==> src/rtl/serial_frame_rx_pkg.sv <==
// Shared encodings for the serial frame link (receiver and matching transmitter).
package serial_frame_rx_pkg;

    typedef enum logic [1:0] {
        IDLE   = 2'd0,
        DATA   = 2'd1,
        PARITY = 2'd2,
        STOP   = 2'd3
    } state_e;

    typedef enum logic [1:0] {
        SR_HOLD  = 2'd0,
        SR_RIGHT = 2'd1,
        SR_LEFT  = 2'd2,
        SR_CLEAR = 2'd3
    } sr_mode_e;

    // 0 = even parity, 1 = odd parity; XORed into the parity check.
    localparam logic PARITY_MODE = 1'b0;

endpackage

==> src/rtl/serial_frame_rx_if.sv <==
// Serial link bundle: bit stream toward the receiver, reassembled word and flags back.
interface serial_frame_rx_if #(
    parameter int WIDTH = 4
);
    logic             sin;
    logic             sin_vld;
    logic             msb_first;
    logic [WIDTH-1:0] dout;
    logic             dout_vld;
    logic             perr;
    logic             ferr;
    logic             busy;

    modport master (
        output sin, sin_vld, msb_first,
        input  dout, dout_vld, perr, ferr, busy
    );

    modport slave (
        input  sin, sin_vld, msb_first,
        output dout, dout_vld, perr, ferr, busy
    );
endinterface

==> src/rtl/serial_frame_rx_shift_reg.sv <==
// Universal shift register (hold / shift-right-in / shift-left-in / clear), same shape as the transmitter's.
module rx_shift_reg
    import serial_frame_rx_pkg::*;
#(
    parameter int WIDTH = 4
) (
    input  logic             clk,
    input  logic             rst_n,
    input  sr_mode_e         mode_i,
    input  logic             sin_i,
    output logic [WIDTH-1:0] q_o
);
    logic [WIDTH-1:0] q_q;

    always_ff @(posedge clk or negedge rst_n) begin
        if (!rst_n) begin
            q_q <= '0;
        end else begin
            case (mode_i)
                SR_RIGHT: q_q <= {sin_i, q_q[WIDTH-1:1]};
                SR_LEFT:  q_q <= {q_q[WIDTH-2:0], sin_i};
                SR_CLEAR: q_q <= '0;
                default:  q_q <= q_q;
            endcase
        end
    end

    assign q_o = q_q;
endmodule

==> src/rtl/serial_frame_rx.sv <==
// Framed serial receiver: start, WIDTH data bits, optional parity, stop; word out with valid pulse and error flags.
module serial_frame_rx
    import serial_frame_rx_pkg::*;
#(
    parameter int WIDTH     = 4,
    parameter bit PARITY_EN = 1'b1
) (
    input  logic                clk,
    input  logic                rst_n,
    serial_frame_rx_if.slave    rx
);
    localparam int CNT_W = $clog2(WIDTH + 1);

    state_e           state_q;
    logic [CNT_W-1:0] cnt_q;
    logic             msb_q;
    logic             par_q;
    logic             perr_pend_q;
    logic [WIDTH-1:0] dout_q;
    logic             dout_vld_q;
    logic             perr_q;
    logic             ferr_q;
    logic [WIDTH-1:0] sr;
    sr_mode_e         sr_mode_d;

    always_comb begin
        sr_mode_d = SR_HOLD;
        if (rx.sin_vld) begin
            if (state_q == IDLE && !rx.sin) sr_mode_d = SR_CLEAR;
            else if (state_q == DATA)       sr_mode_d = msb_q ? SR_LEFT : SR_RIGHT;
        end
    end

    rx_shift_reg #(.WIDTH(WIDTH)) u_sr (
        .clk    (clk),
        .rst_n  (rst_n),
        .mode_i (sr_mode_d),
        .sin_i  (rx.sin),
        .q_o    (sr)
    );

    always_ff @(posedge clk or negedge rst_n) begin
        if (!rst_n) begin
            state_q     <= IDLE;
            cnt_q       <= '0;
            msb_q       <= 1'b0;
            par_q       <= 1'b0;
            perr_pend_q <= 1'b0;
            dout_q      <= '0;
            dout_vld_q  <= 1'b0;
            perr_q      <= 1'b0;
            ferr_q      <= 1'b0;
        end else begin
            // Pulses self-clear even while the strobe is idle.
            dout_vld_q <= 1'b0;
            perr_q     <= 1'b0;
            ferr_q     <= 1'b0;
            if (rx.sin_vld) begin
                case (state_q)
                    IDLE: if (!rx.sin) begin
                        state_q     <= DATA;
                        cnt_q       <= '0;
                        msb_q       <= rx.msb_first;
                        par_q       <= 1'b0;
                        perr_pend_q <= 1'b0;
                    end
                    DATA: begin
                        par_q <= par_q ^ rx.sin;
                        cnt_q <= cnt_q + CNT_W'(1);
                        if (cnt_q == CNT_W'(WIDTH - 1))
                            state_q <= PARITY_EN ? PARITY : STOP;
                    end
                    PARITY: begin
                        perr_pend_q <= par_q ^ rx.sin ^ PARITY_MODE;
                        state_q     <= STOP;
                    end
                    default: begin
                        // A low stop bit is a framing error, never a new start bit.
                        if (rx.sin) begin
                            dout_q     <= sr;
                            dout_vld_q <= 1'b1;
                            perr_q     <= perr_pend_q;
                        end else begin
                            ferr_q <= 1'b1;
                        end
                        state_q <= IDLE;
                    end
                endcase
            end
        end
    end

    assign rx.dout     = dout_q;
    assign rx.dout_vld = dout_vld_q;
    assign rx.perr     = perr_q;
    assign rx.ferr     = ferr_q;
    assign rx.busy     = (state_q != IDLE);
endmodule

==> src/flat_wrapper.sv <==
// flat-port wrapper written by rule: the top's interface ports become plain ports
module serial_frame_rx_flat import serial_frame_rx_pkg::*;
#(
    parameter int WIDTH     = 4,
    parameter bit PARITY_EN = 1'b1
)
  (clk, rst_n, rx_sin, rx_sin_vld, rx_msb_first, rx_dout, rx_dout_vld, rx_perr, rx_ferr, rx_busy);
  serial_frame_rx_if #(.WIDTH(WIDTH)) rx_i ();
  input  logic clk;
  input  logic rst_n;
  input wire logic [$bits(rx_i.sin)-1:0] rx_sin;
  input wire logic [$bits(rx_i.sin_vld)-1:0] rx_sin_vld;
  input wire logic [$bits(rx_i.msb_first)-1:0] rx_msb_first;
  output wire logic [$bits(rx_i.dout)-1:0] rx_dout;
  output wire logic [$bits(rx_i.dout_vld)-1:0] rx_dout_vld;
  output wire logic [$bits(rx_i.perr)-1:0] rx_perr;
  output wire logic [$bits(rx_i.ferr)-1:0] rx_ferr;
  output wire logic [$bits(rx_i.busy)-1:0] rx_busy;
  assign rx_i.sin = rx_sin;
  assign rx_i.sin_vld = rx_sin_vld;
  assign rx_i.msb_first = rx_msb_first;
  assign rx_dout = rx_i.dout;
  assign rx_dout_vld = rx_i.dout_vld;
  assign rx_perr = rx_i.perr;
  assign rx_ferr = rx_i.ferr;
  assign rx_busy = rx_i.busy;
  serial_frame_rx #(.WIDTH(WIDTH), .PARITY_EN(PARITY_EN)) u_core (.clk(clk), .rst_n(rst_n), .rx(rx_i));
endmodule
==> config.mk <==
export PLATFORM = sky130hd
export DESIGN_NAME = serial_frame_rx_flat
export DESIGN_NICKNAME = d
export VERILOG_FILES = /design/src/rtl/serial_frame_rx_pkg.sv /design/src/rtl/serial_frame_rx_if.sv /design/src/rtl/serial_frame_rx_shift_reg.sv /design/src/rtl/serial_frame_rx.sv /design/src/flat_wrapper.sv
export SDC_FILE = /design/constraint.sdc
export NUM_CORES = 1
export LEC_CHECK = 0
export CELL_PAD_IN_SITES_DETAIL_PLACEMENT = 0
export CELL_PAD_IN_SITES_GLOBAL_PLACEMENT = 1
export CORE_MARGIN = 10
export CORE_UTILIZATION = 45
export CTS_CLUSTER_SIZE = 10
export DETAILED_ROUTE_END_ITERATION = 10
export PLACE_DENSITY_LB_ADDON = 0.1
export SLEW_MARGIN = 25
export SYNTH_ARGS = -nofsm -noshare
export SYNTH_HDL_FRONTEND = slang
export SYNTH_SLANG_ARGS = --single-unit
==> constraint.sdc <==
create_clock -name clk -period 3.3 [get_ports clk]
set_clock_uncertainty 0.15 [all_clocks]
set_input_delay 0.495 -clock clk [delete_from_list [all_inputs] [get_ports clk]]
set_output_delay 0.495 -clock clk [all_outputs]
set_load 0.005 [all_outputs]
---- Yosys cells after proc, flatten, opt, wreduce, memory -nomap -nowiden ----
Index checks and enable logic that the tools add are counted.
word-level totals
  logic and storage cells ................. 57
  output and inout port bits .............. 8
  register bits after elaboration ......... 19
  bits of input ports ..................... 5
cells by class
  add/sub/neg operators ................... 1
  bitwise gates (word level) .............. 3
  reduce and logical (&&, ||, !) cells .... 13
  equality and inequality tests ........... 8
  mux-type cells .......................... 22
operator list
  cell                                                 number
  2-to-1 mux 2 bit                                     6
  one-hot mux 4 bit (3 select lines)                   1
  AND reduction 3 bit                                  4
  2-to-1 mux 1 bit                                     10
  equality test 2 bit, second input constant           3
  one-hot mux 2 bit (3 select lines)                   1
  one-hot mux 3 bit (2 select lines)                   1
  nonzero test 2 bit                                   3
  equality test 2 x 1 -> 1 bit, second input constant  2
  != test 2 bit, second input constant                 2
  one-hot mux 1 bit (2 select lines)                   2
  adder 3 x 1 -> 3 bit, second input constant          1
  equality test 3 x 2 -> 1 bit, second input constant  1
  2-to-1 mux 3 bit                                     1
  nonzero test 3 bit                                   1
  OR reduction 3 bit                                   1
  logical NOT 2 bit                                    1
  NOT 1 bit                                            2
  AND reduction 2 bit                                  1
  logical AND 1 bit                                    1
  logical NOT 1 bit                                    1
  bitwise XOR 1 bit                                    1

---- Longest topological paths before layout ----
  word-level depth ........................ 6
  depth in mapped cells ................... 5
  mapped depth without buffers ............ 5

---- Hierarchy ----
A second synthesis with hierarchy kept.
unflattened totals
  cells, all modules ...................... 91
  area total of the unflattened synthesis .. 1022.2 um^2
by module, submodules not included
  module           instances  cells each  area an instance (um^2)  sequential area each (um^2)
  serial_frame_rx  1          74          820.8                    375.4
  rx_shift_reg     1          17          201.4                    100.1

---- Worst setup path after synthesis ----
Ideal clock, no wire load.
  path kind ............................... flip-flop to flip-flop
  from .................................... register u_core.state_q[0]
  to ...................................... register u_core.cnt_q[0]
  slack ................................... 1.586 ns
  setup time .............................. 0.127 ns
  clock period less this slack ............ 1.714 ns
  arrival time ............................ 1.436 ns
  stages on the path, launching flop included .. 6
  required time ........................... 3.023 ns
  buffers on the path ..................... 0
  path through ............................ dfrtp_1 -> inv_1 -> ha_1 -> or2_2 -> nand2_2 -> mux2_1
on the way
  word-level cells in the longest chain between the ends .. 3
  elaborated cells between the ends (all ways) .. 6
  those cells by class .................... eq/ne (2); mux (1); reduce/logical (3)
RTL lines
  item                                                                         line                   text
  start, declared                                                              serial_frame_rx.sv:14  state_e state_q;
  start signal, assigned                                                       serial_frame_rx.sv:71  state_q <= PARITY_EN ? PARITY : STOP;
  equality test 2 x 1 -> 1 bit / logical NOT 2 bit (equally long branches)     serial_frame_rx.sv:59  case (state_q)
  nonzero test 2 bit (no source line) / != test 2 bit (equally long branches)  n/a
  AND reduction 3 bit (no source line)                                         n/a
  end signal, assigned                                                         serial_frame_rx.sv:69  cnt_q <= cnt_q + CNT_W'(1);
  end, declared                                                                serial_frame_rx.sv:15  logic [CNT_W-1:0] cnt_q;
Several ways; a longest one is shown, not always the timed one.
A chain may end at the register's enable or synchronous reset.

---- Final worst setup path ----
  from .................................... register u_core.state_q[0]
  to ...................................... output rx_busy
on the way
  word-level cells in the longest chain between the ends .. 1
RTL lines
  item                line                   text
  nonzero test 2 bit  serial_frame_rx.sv:97  assign rx.busy = (state_q != IDLE);
  end, declared       flat_wrapper.sv:18     output wire logic [$bits(rx_i.busy)-1:0] rx_busy;
No other way between the ends.

==> flow_metrics.env <==
export IMPL_dieWidth_um=67.3
export IMPL_holdPathStages=2
export IMPL_crit_path_frequent_cell="sky130_fd_sc_hd__inv_1"
export IMPL_rr_worst_depth=5
export IMPL_rsz_0062_raised_after_global_routing="false"
export IMPL_layout_drive_gt1_share_pct=12.6
export IMPL_number_of_global_route_vias_before_repair=703
export IMPL_drv_cap=0
export IMPL_dieArea_um2=4530
export IMPL_worst_r2r_startpoint="u_core.state_q[0]"
export IMPL_syn_nets=102
export IMPL_ctsResizeCount=0
export IMPL_cts_clk_slew_worst_paths_ps=100
export IMPL_fin_setup_tns_ps=0
export IMPL_global_router_s_overall_resource_usage_pct=8.65
export IMPL_regToRegSetupSlack_ps=1420
export IMPL_grt_pass1_wl_um=3040
export IMPL_end_point_of_the_worst_hold_path="u_core.rx.dout[3]"
export IMPL_share_of_the_yosys_chip_area_belonging_to_registers_pct=47.3
export IMPL_pre_cts_ws_ps=966
export IMPL_floorplan_initialDensity_pct=46.4
export IMPL_swShare_pct=36.2
export IMPL_period_share_pct=72.4
export IMPL_antenna_found_initial=0
export IMPL_path_class="flop to output port"
export IMPL_tritoncts_num_buffers=3
export IMPL_most_frequent_cells_in_the_layout="19 x sky130_fd_sc_hd__dfrtp_1, 12 x sky130_fd_sc_hd__clkdlybuf4s50_1, 9 x sky130_fd_sc_hd__inv_1, 7 x sky130_fd_sc_hd__ha_1, 5 x sky130_fd_sc_hd__nand2_1"
export IMPL_max_transition_viols_final=0
export IMPL_diodes=0
export IMPL_run_status="finished clean"
export IMPL_floorplan_core_area_um2=2170
export IMPL_cts_hold_repair_buffers=0
export IMPL_die_h_um=67.3
export IMPL_clock_tree_htree_level_count=1
export IMPL_grt_start_max_net_pins=20
export IMPL_netlist_area_leader_share_pct=47.3
export IMPL_comb_power_share_pct=46.1
export IMPL_synthDominantAreaCellType="sky130_fd_sc_hd__dfrtp_1"
export IMPL_timing_slew_headroom_pct=43.8
export IMPL_timing_final_crit_period_ps=2390
export IMPL_drt_drc_violations_left=0
export IMPL_cts_tree="built"
export IMPL_vdd_ir_max_mv=0.427
export IMPL_finalHoldViolations=0
export IMPL_area_growth_pct=15.9
export IMPL_global_route_overflow_total=0
export IMPL_ys_seq_elements=19
export IMPL_cts_root_buffer_cell="sky130_fd_sc_hd__clkbuf_4"
export IMPL_drt_pre_antenna_iters=4
export IMPL_dpl_hpwl_um=1400
export IMPL_clkSinkCount=19
export IMPL_layout_setup_ws_ps=909
export IMPL_ioPinCount=13
export IMPL_crit_slowest_cell="sky130_fd_sc_hd__clkdlybuf4s50_1"
export IMPL_reg2reg_to="u_core.cnt_q[0]"
export IMPL_worstPathRequired_ps=2650
export IMPL_number_of_vias_after_detailed_routing=701
export IMPL_drtIter0Drc=16
export IMPL_cell_types_with_the_largest_area_share_after_synthesis="sky130_fd_sc_hd__dfrtp_1 47%, sky130_fd_sc_hd__ha_1 8.7%, sky130_fd_sc_hd__inv_1 3.4%"
export IMPL_hold_path_startpoint="u_core.rx.dout[3]"
export IMPL_power_per_cell_area_nw_per_um2=822
export IMPL_gp_routability_congestion=0.844
export IMPL_clk_path_buf_depth=2
export IMPL_rows=17
export IMPL_port_buffers=12
export IMPL_final_common_cell="sky130_fd_sc_hd__dfrtp_1"
export IMPL_cp_end_kind="output port"
export IMPL_wirelength_um=1830
export IMPL_pwr_share_seq_pct=42.0
export IMPL_routed_via_density=5.35
export IMPL_switching_power_uw=347
export IMPL_max_clock_freq_mhz=418
export IMPL_synthesis_yosys_warnings=0
export IMPL_cell_by_cell_trace_of_the_critical_path="inv_1, ha_1, inv_1, clkdlybuf4s50_1"
export IMPL_cellInternalPower_uw=611
export IMPL_post_synth_cell_area_avg_um2=11.2
export IMPL_arrival_ps=1750
export IMPL_mappedNetlistArea_um2=1010
export IMPL_path_max_fanout=7
export IMPL_final_setup_viol_count=0
export IMPL_setup_worst_path_start_class="flop"
export IMPL_drtAntennaViolNets=0
export IMPL_clock_latency_at_the_later_pin_of_the_worst_skew_pair_ps=290
export IMPL_finalNetCount=116
export IMPL_total_leakage_power_nw=0.543
export IMPL_critical_path_max_stage_delay_ps=500
export IMPL_class_of_the_worst_hold_path="flop to flop"
export IMPL_routed_wl_per_cell_um=14.0
export IMPL_postCtsSetupBuffers=0
export IMPL_synth_distinct_cells=36
export IMPL_postSynthCellCount=90
export IMPL_tightestPinTransition_ps=840
export IMPL_clock_power_share_pct=11.9
synth_stat cells:
cell,count
sky130_fd_sc_hd__ha_1,7
sky130_fd_sc_hd__nand2_1,5
sky130_fd_sc_hd__nand3_2,1
sky130_fd_sc_hd__and4b_1,1
sky130_fd_sc_hd__o221ai_1,1
sky130_fd_sc_hd__o22ai_1,3
sky130_fd_sc_hd__a22oi_1,1
sky130_fd_sc_hd__inv_1,9
sky130_fd_sc_hd__a21boi_2,1
sky130_fd_sc_hd__o2bb2ai_1,1
sky130_fd_sc_hd__mux2_1,3
sky130_fd_sc_hd__or2_2,1
sky130_fd_sc_hd__and3_1,1
sky130_fd_sc_hd__nor2_1,3
sky130_fd_sc_hd__nand2b_1,2
sky130_fd_sc_hd__a21oi_1,3
sky130_fd_sc_hd__a21bo_2,1
sky130_fd_sc_hd__buf_2,2
sky130_fd_sc_hd__a32o_1,1
sky130_fd_sc_hd__nand2_2,1
sky130_fd_sc_hd__nor2b_2,1
sky130_fd_sc_hd__mux2i_1,3
sky130_fd_sc_hd__nand3b_1,4
sky130_fd_sc_hd__o21ai_1,1
sky130_fd_sc_hd__mux2_4,1
sky130_fd_sc_hd__o21ai_2,1
sky130_fd_sc_hd__o21ai_0,2
sky130_fd_sc_hd__mux2_2,2
sky130_fd_sc_hd__buf_6,1
sky130_fd_sc_hd__dfrtp_1,19
sky130_fd_sc_hd__nand3_1,1
sky130_fd_sc_hd__nor3b_1,1
sky130_fd_sc_hd__o211ai_1,2
sky130_fd_sc_hd__a21boi_0,1
sky130_fd_sc_hd__a221o_1,1
sky130_fd_sc_hd__o21bai_1,1
state kept, by name, summed over array words and instances (netlist names):
| signal | flops |
|---|---|
| u_core.par_q | 1 |
| u_core.rx.dout | 4 |
| u_core.rx.dout_vld | 1 |
| u_core.msb_q | 1 |
| u_core.cnt_q | 3 |
| u_core.rx.ferr | 1 |
| u_core.perr_pend_q | 1 |
| u_core.rx.perr | 1 |
| u_core.state_q | 2 |
| u_core.u_sr.q_o | 4 |
stage by stage:
step / util (%) / hold WS, ps / area [um^2] / instances / total power, mW
after floorplan: - / 49.4 / 1010 / 90 / 0.712
after global placement: 52.5 / 312 / 1140 / 127 / 0.845
after detailed placement: 52.5 / 319 / 1140 / 127 / 0.856
after CTS: 53.7 / 343 / 1170 / 131 / 0.972
after global routing: 53.7 / 368 / 1170 / 131 / 1.05
final: 53.7 / 337 / 1170 / 131 / 0.958
critical path, delay by kind of cell (launching register included):
family / cells / cell delay (ps)
fa+ha+maj: 1 / 300
buf+inv: 3 / 720
flops: 1 / 440
power groups by stage:
| stage | clock network, mW | logic (mW) | registers [mW] |
|---|---|---|---|
| detailed placement | 0 | 0.449 | 0.407 |
| CTS | 0.121 | 0.448 | 0.402 |
| floorplan | 0 | 0.330 | 0.382 |
| global placement | 0 | 0.441 | 0.404 |
| global route | 0.132 | 0.499 | 0.416 |
| finish | 0.114 | 0.441 | 0.403 |
cell families after synthesis:
family,share of synthesized area [%]
muxes,10.1
AOI/OAI and AO/OA,15.3
and+or+nand+nor,13.2
buffers and inverters,5.47
DFF,47.3
adders and majority gates,8.71
cell type report:
type	instances	area [um^2]
fillers	205	1000
flip-flops and latches	19	475
multi-input cells	59	475
repair buffers	12	120
well taps	28	35.0
inverters	9	33.8
clock buffers	4	26.3
metal layers:
metal	vias to the layer above	wire length, um	GRT usage (%)	part of all wire, %
met5	-	0	0	0
met4	0	12	4.62	0.66
met3	2	142	2.64	7.8
met2	19	862	13.9	47
met1	333	813	10.2	44
li1	347	-	-	-
worst max path at each step:
stage | endpoint | slack, ps | from | cells past startpoint
2_1_floorplan | u_core.cnt_q[0] | 1590 | u_core.state_q[0] | 5
3_3_place_gp | u_core.state_q[1] | 1010 | rx_sin_vld | 4
3_5_place_dp | u_core.state_q[1] | 970 | rx_sin_vld | 4
4_1_cts | rx_busy | 880 | u_core.state_q[0] | 4
5_1_grt | rx_busy | 780 | u_core.state_q[0] | 4
6_report | rx_busy | 910 | u_core.state_q[0] | 4
Power figures use the tool's default switching activity.
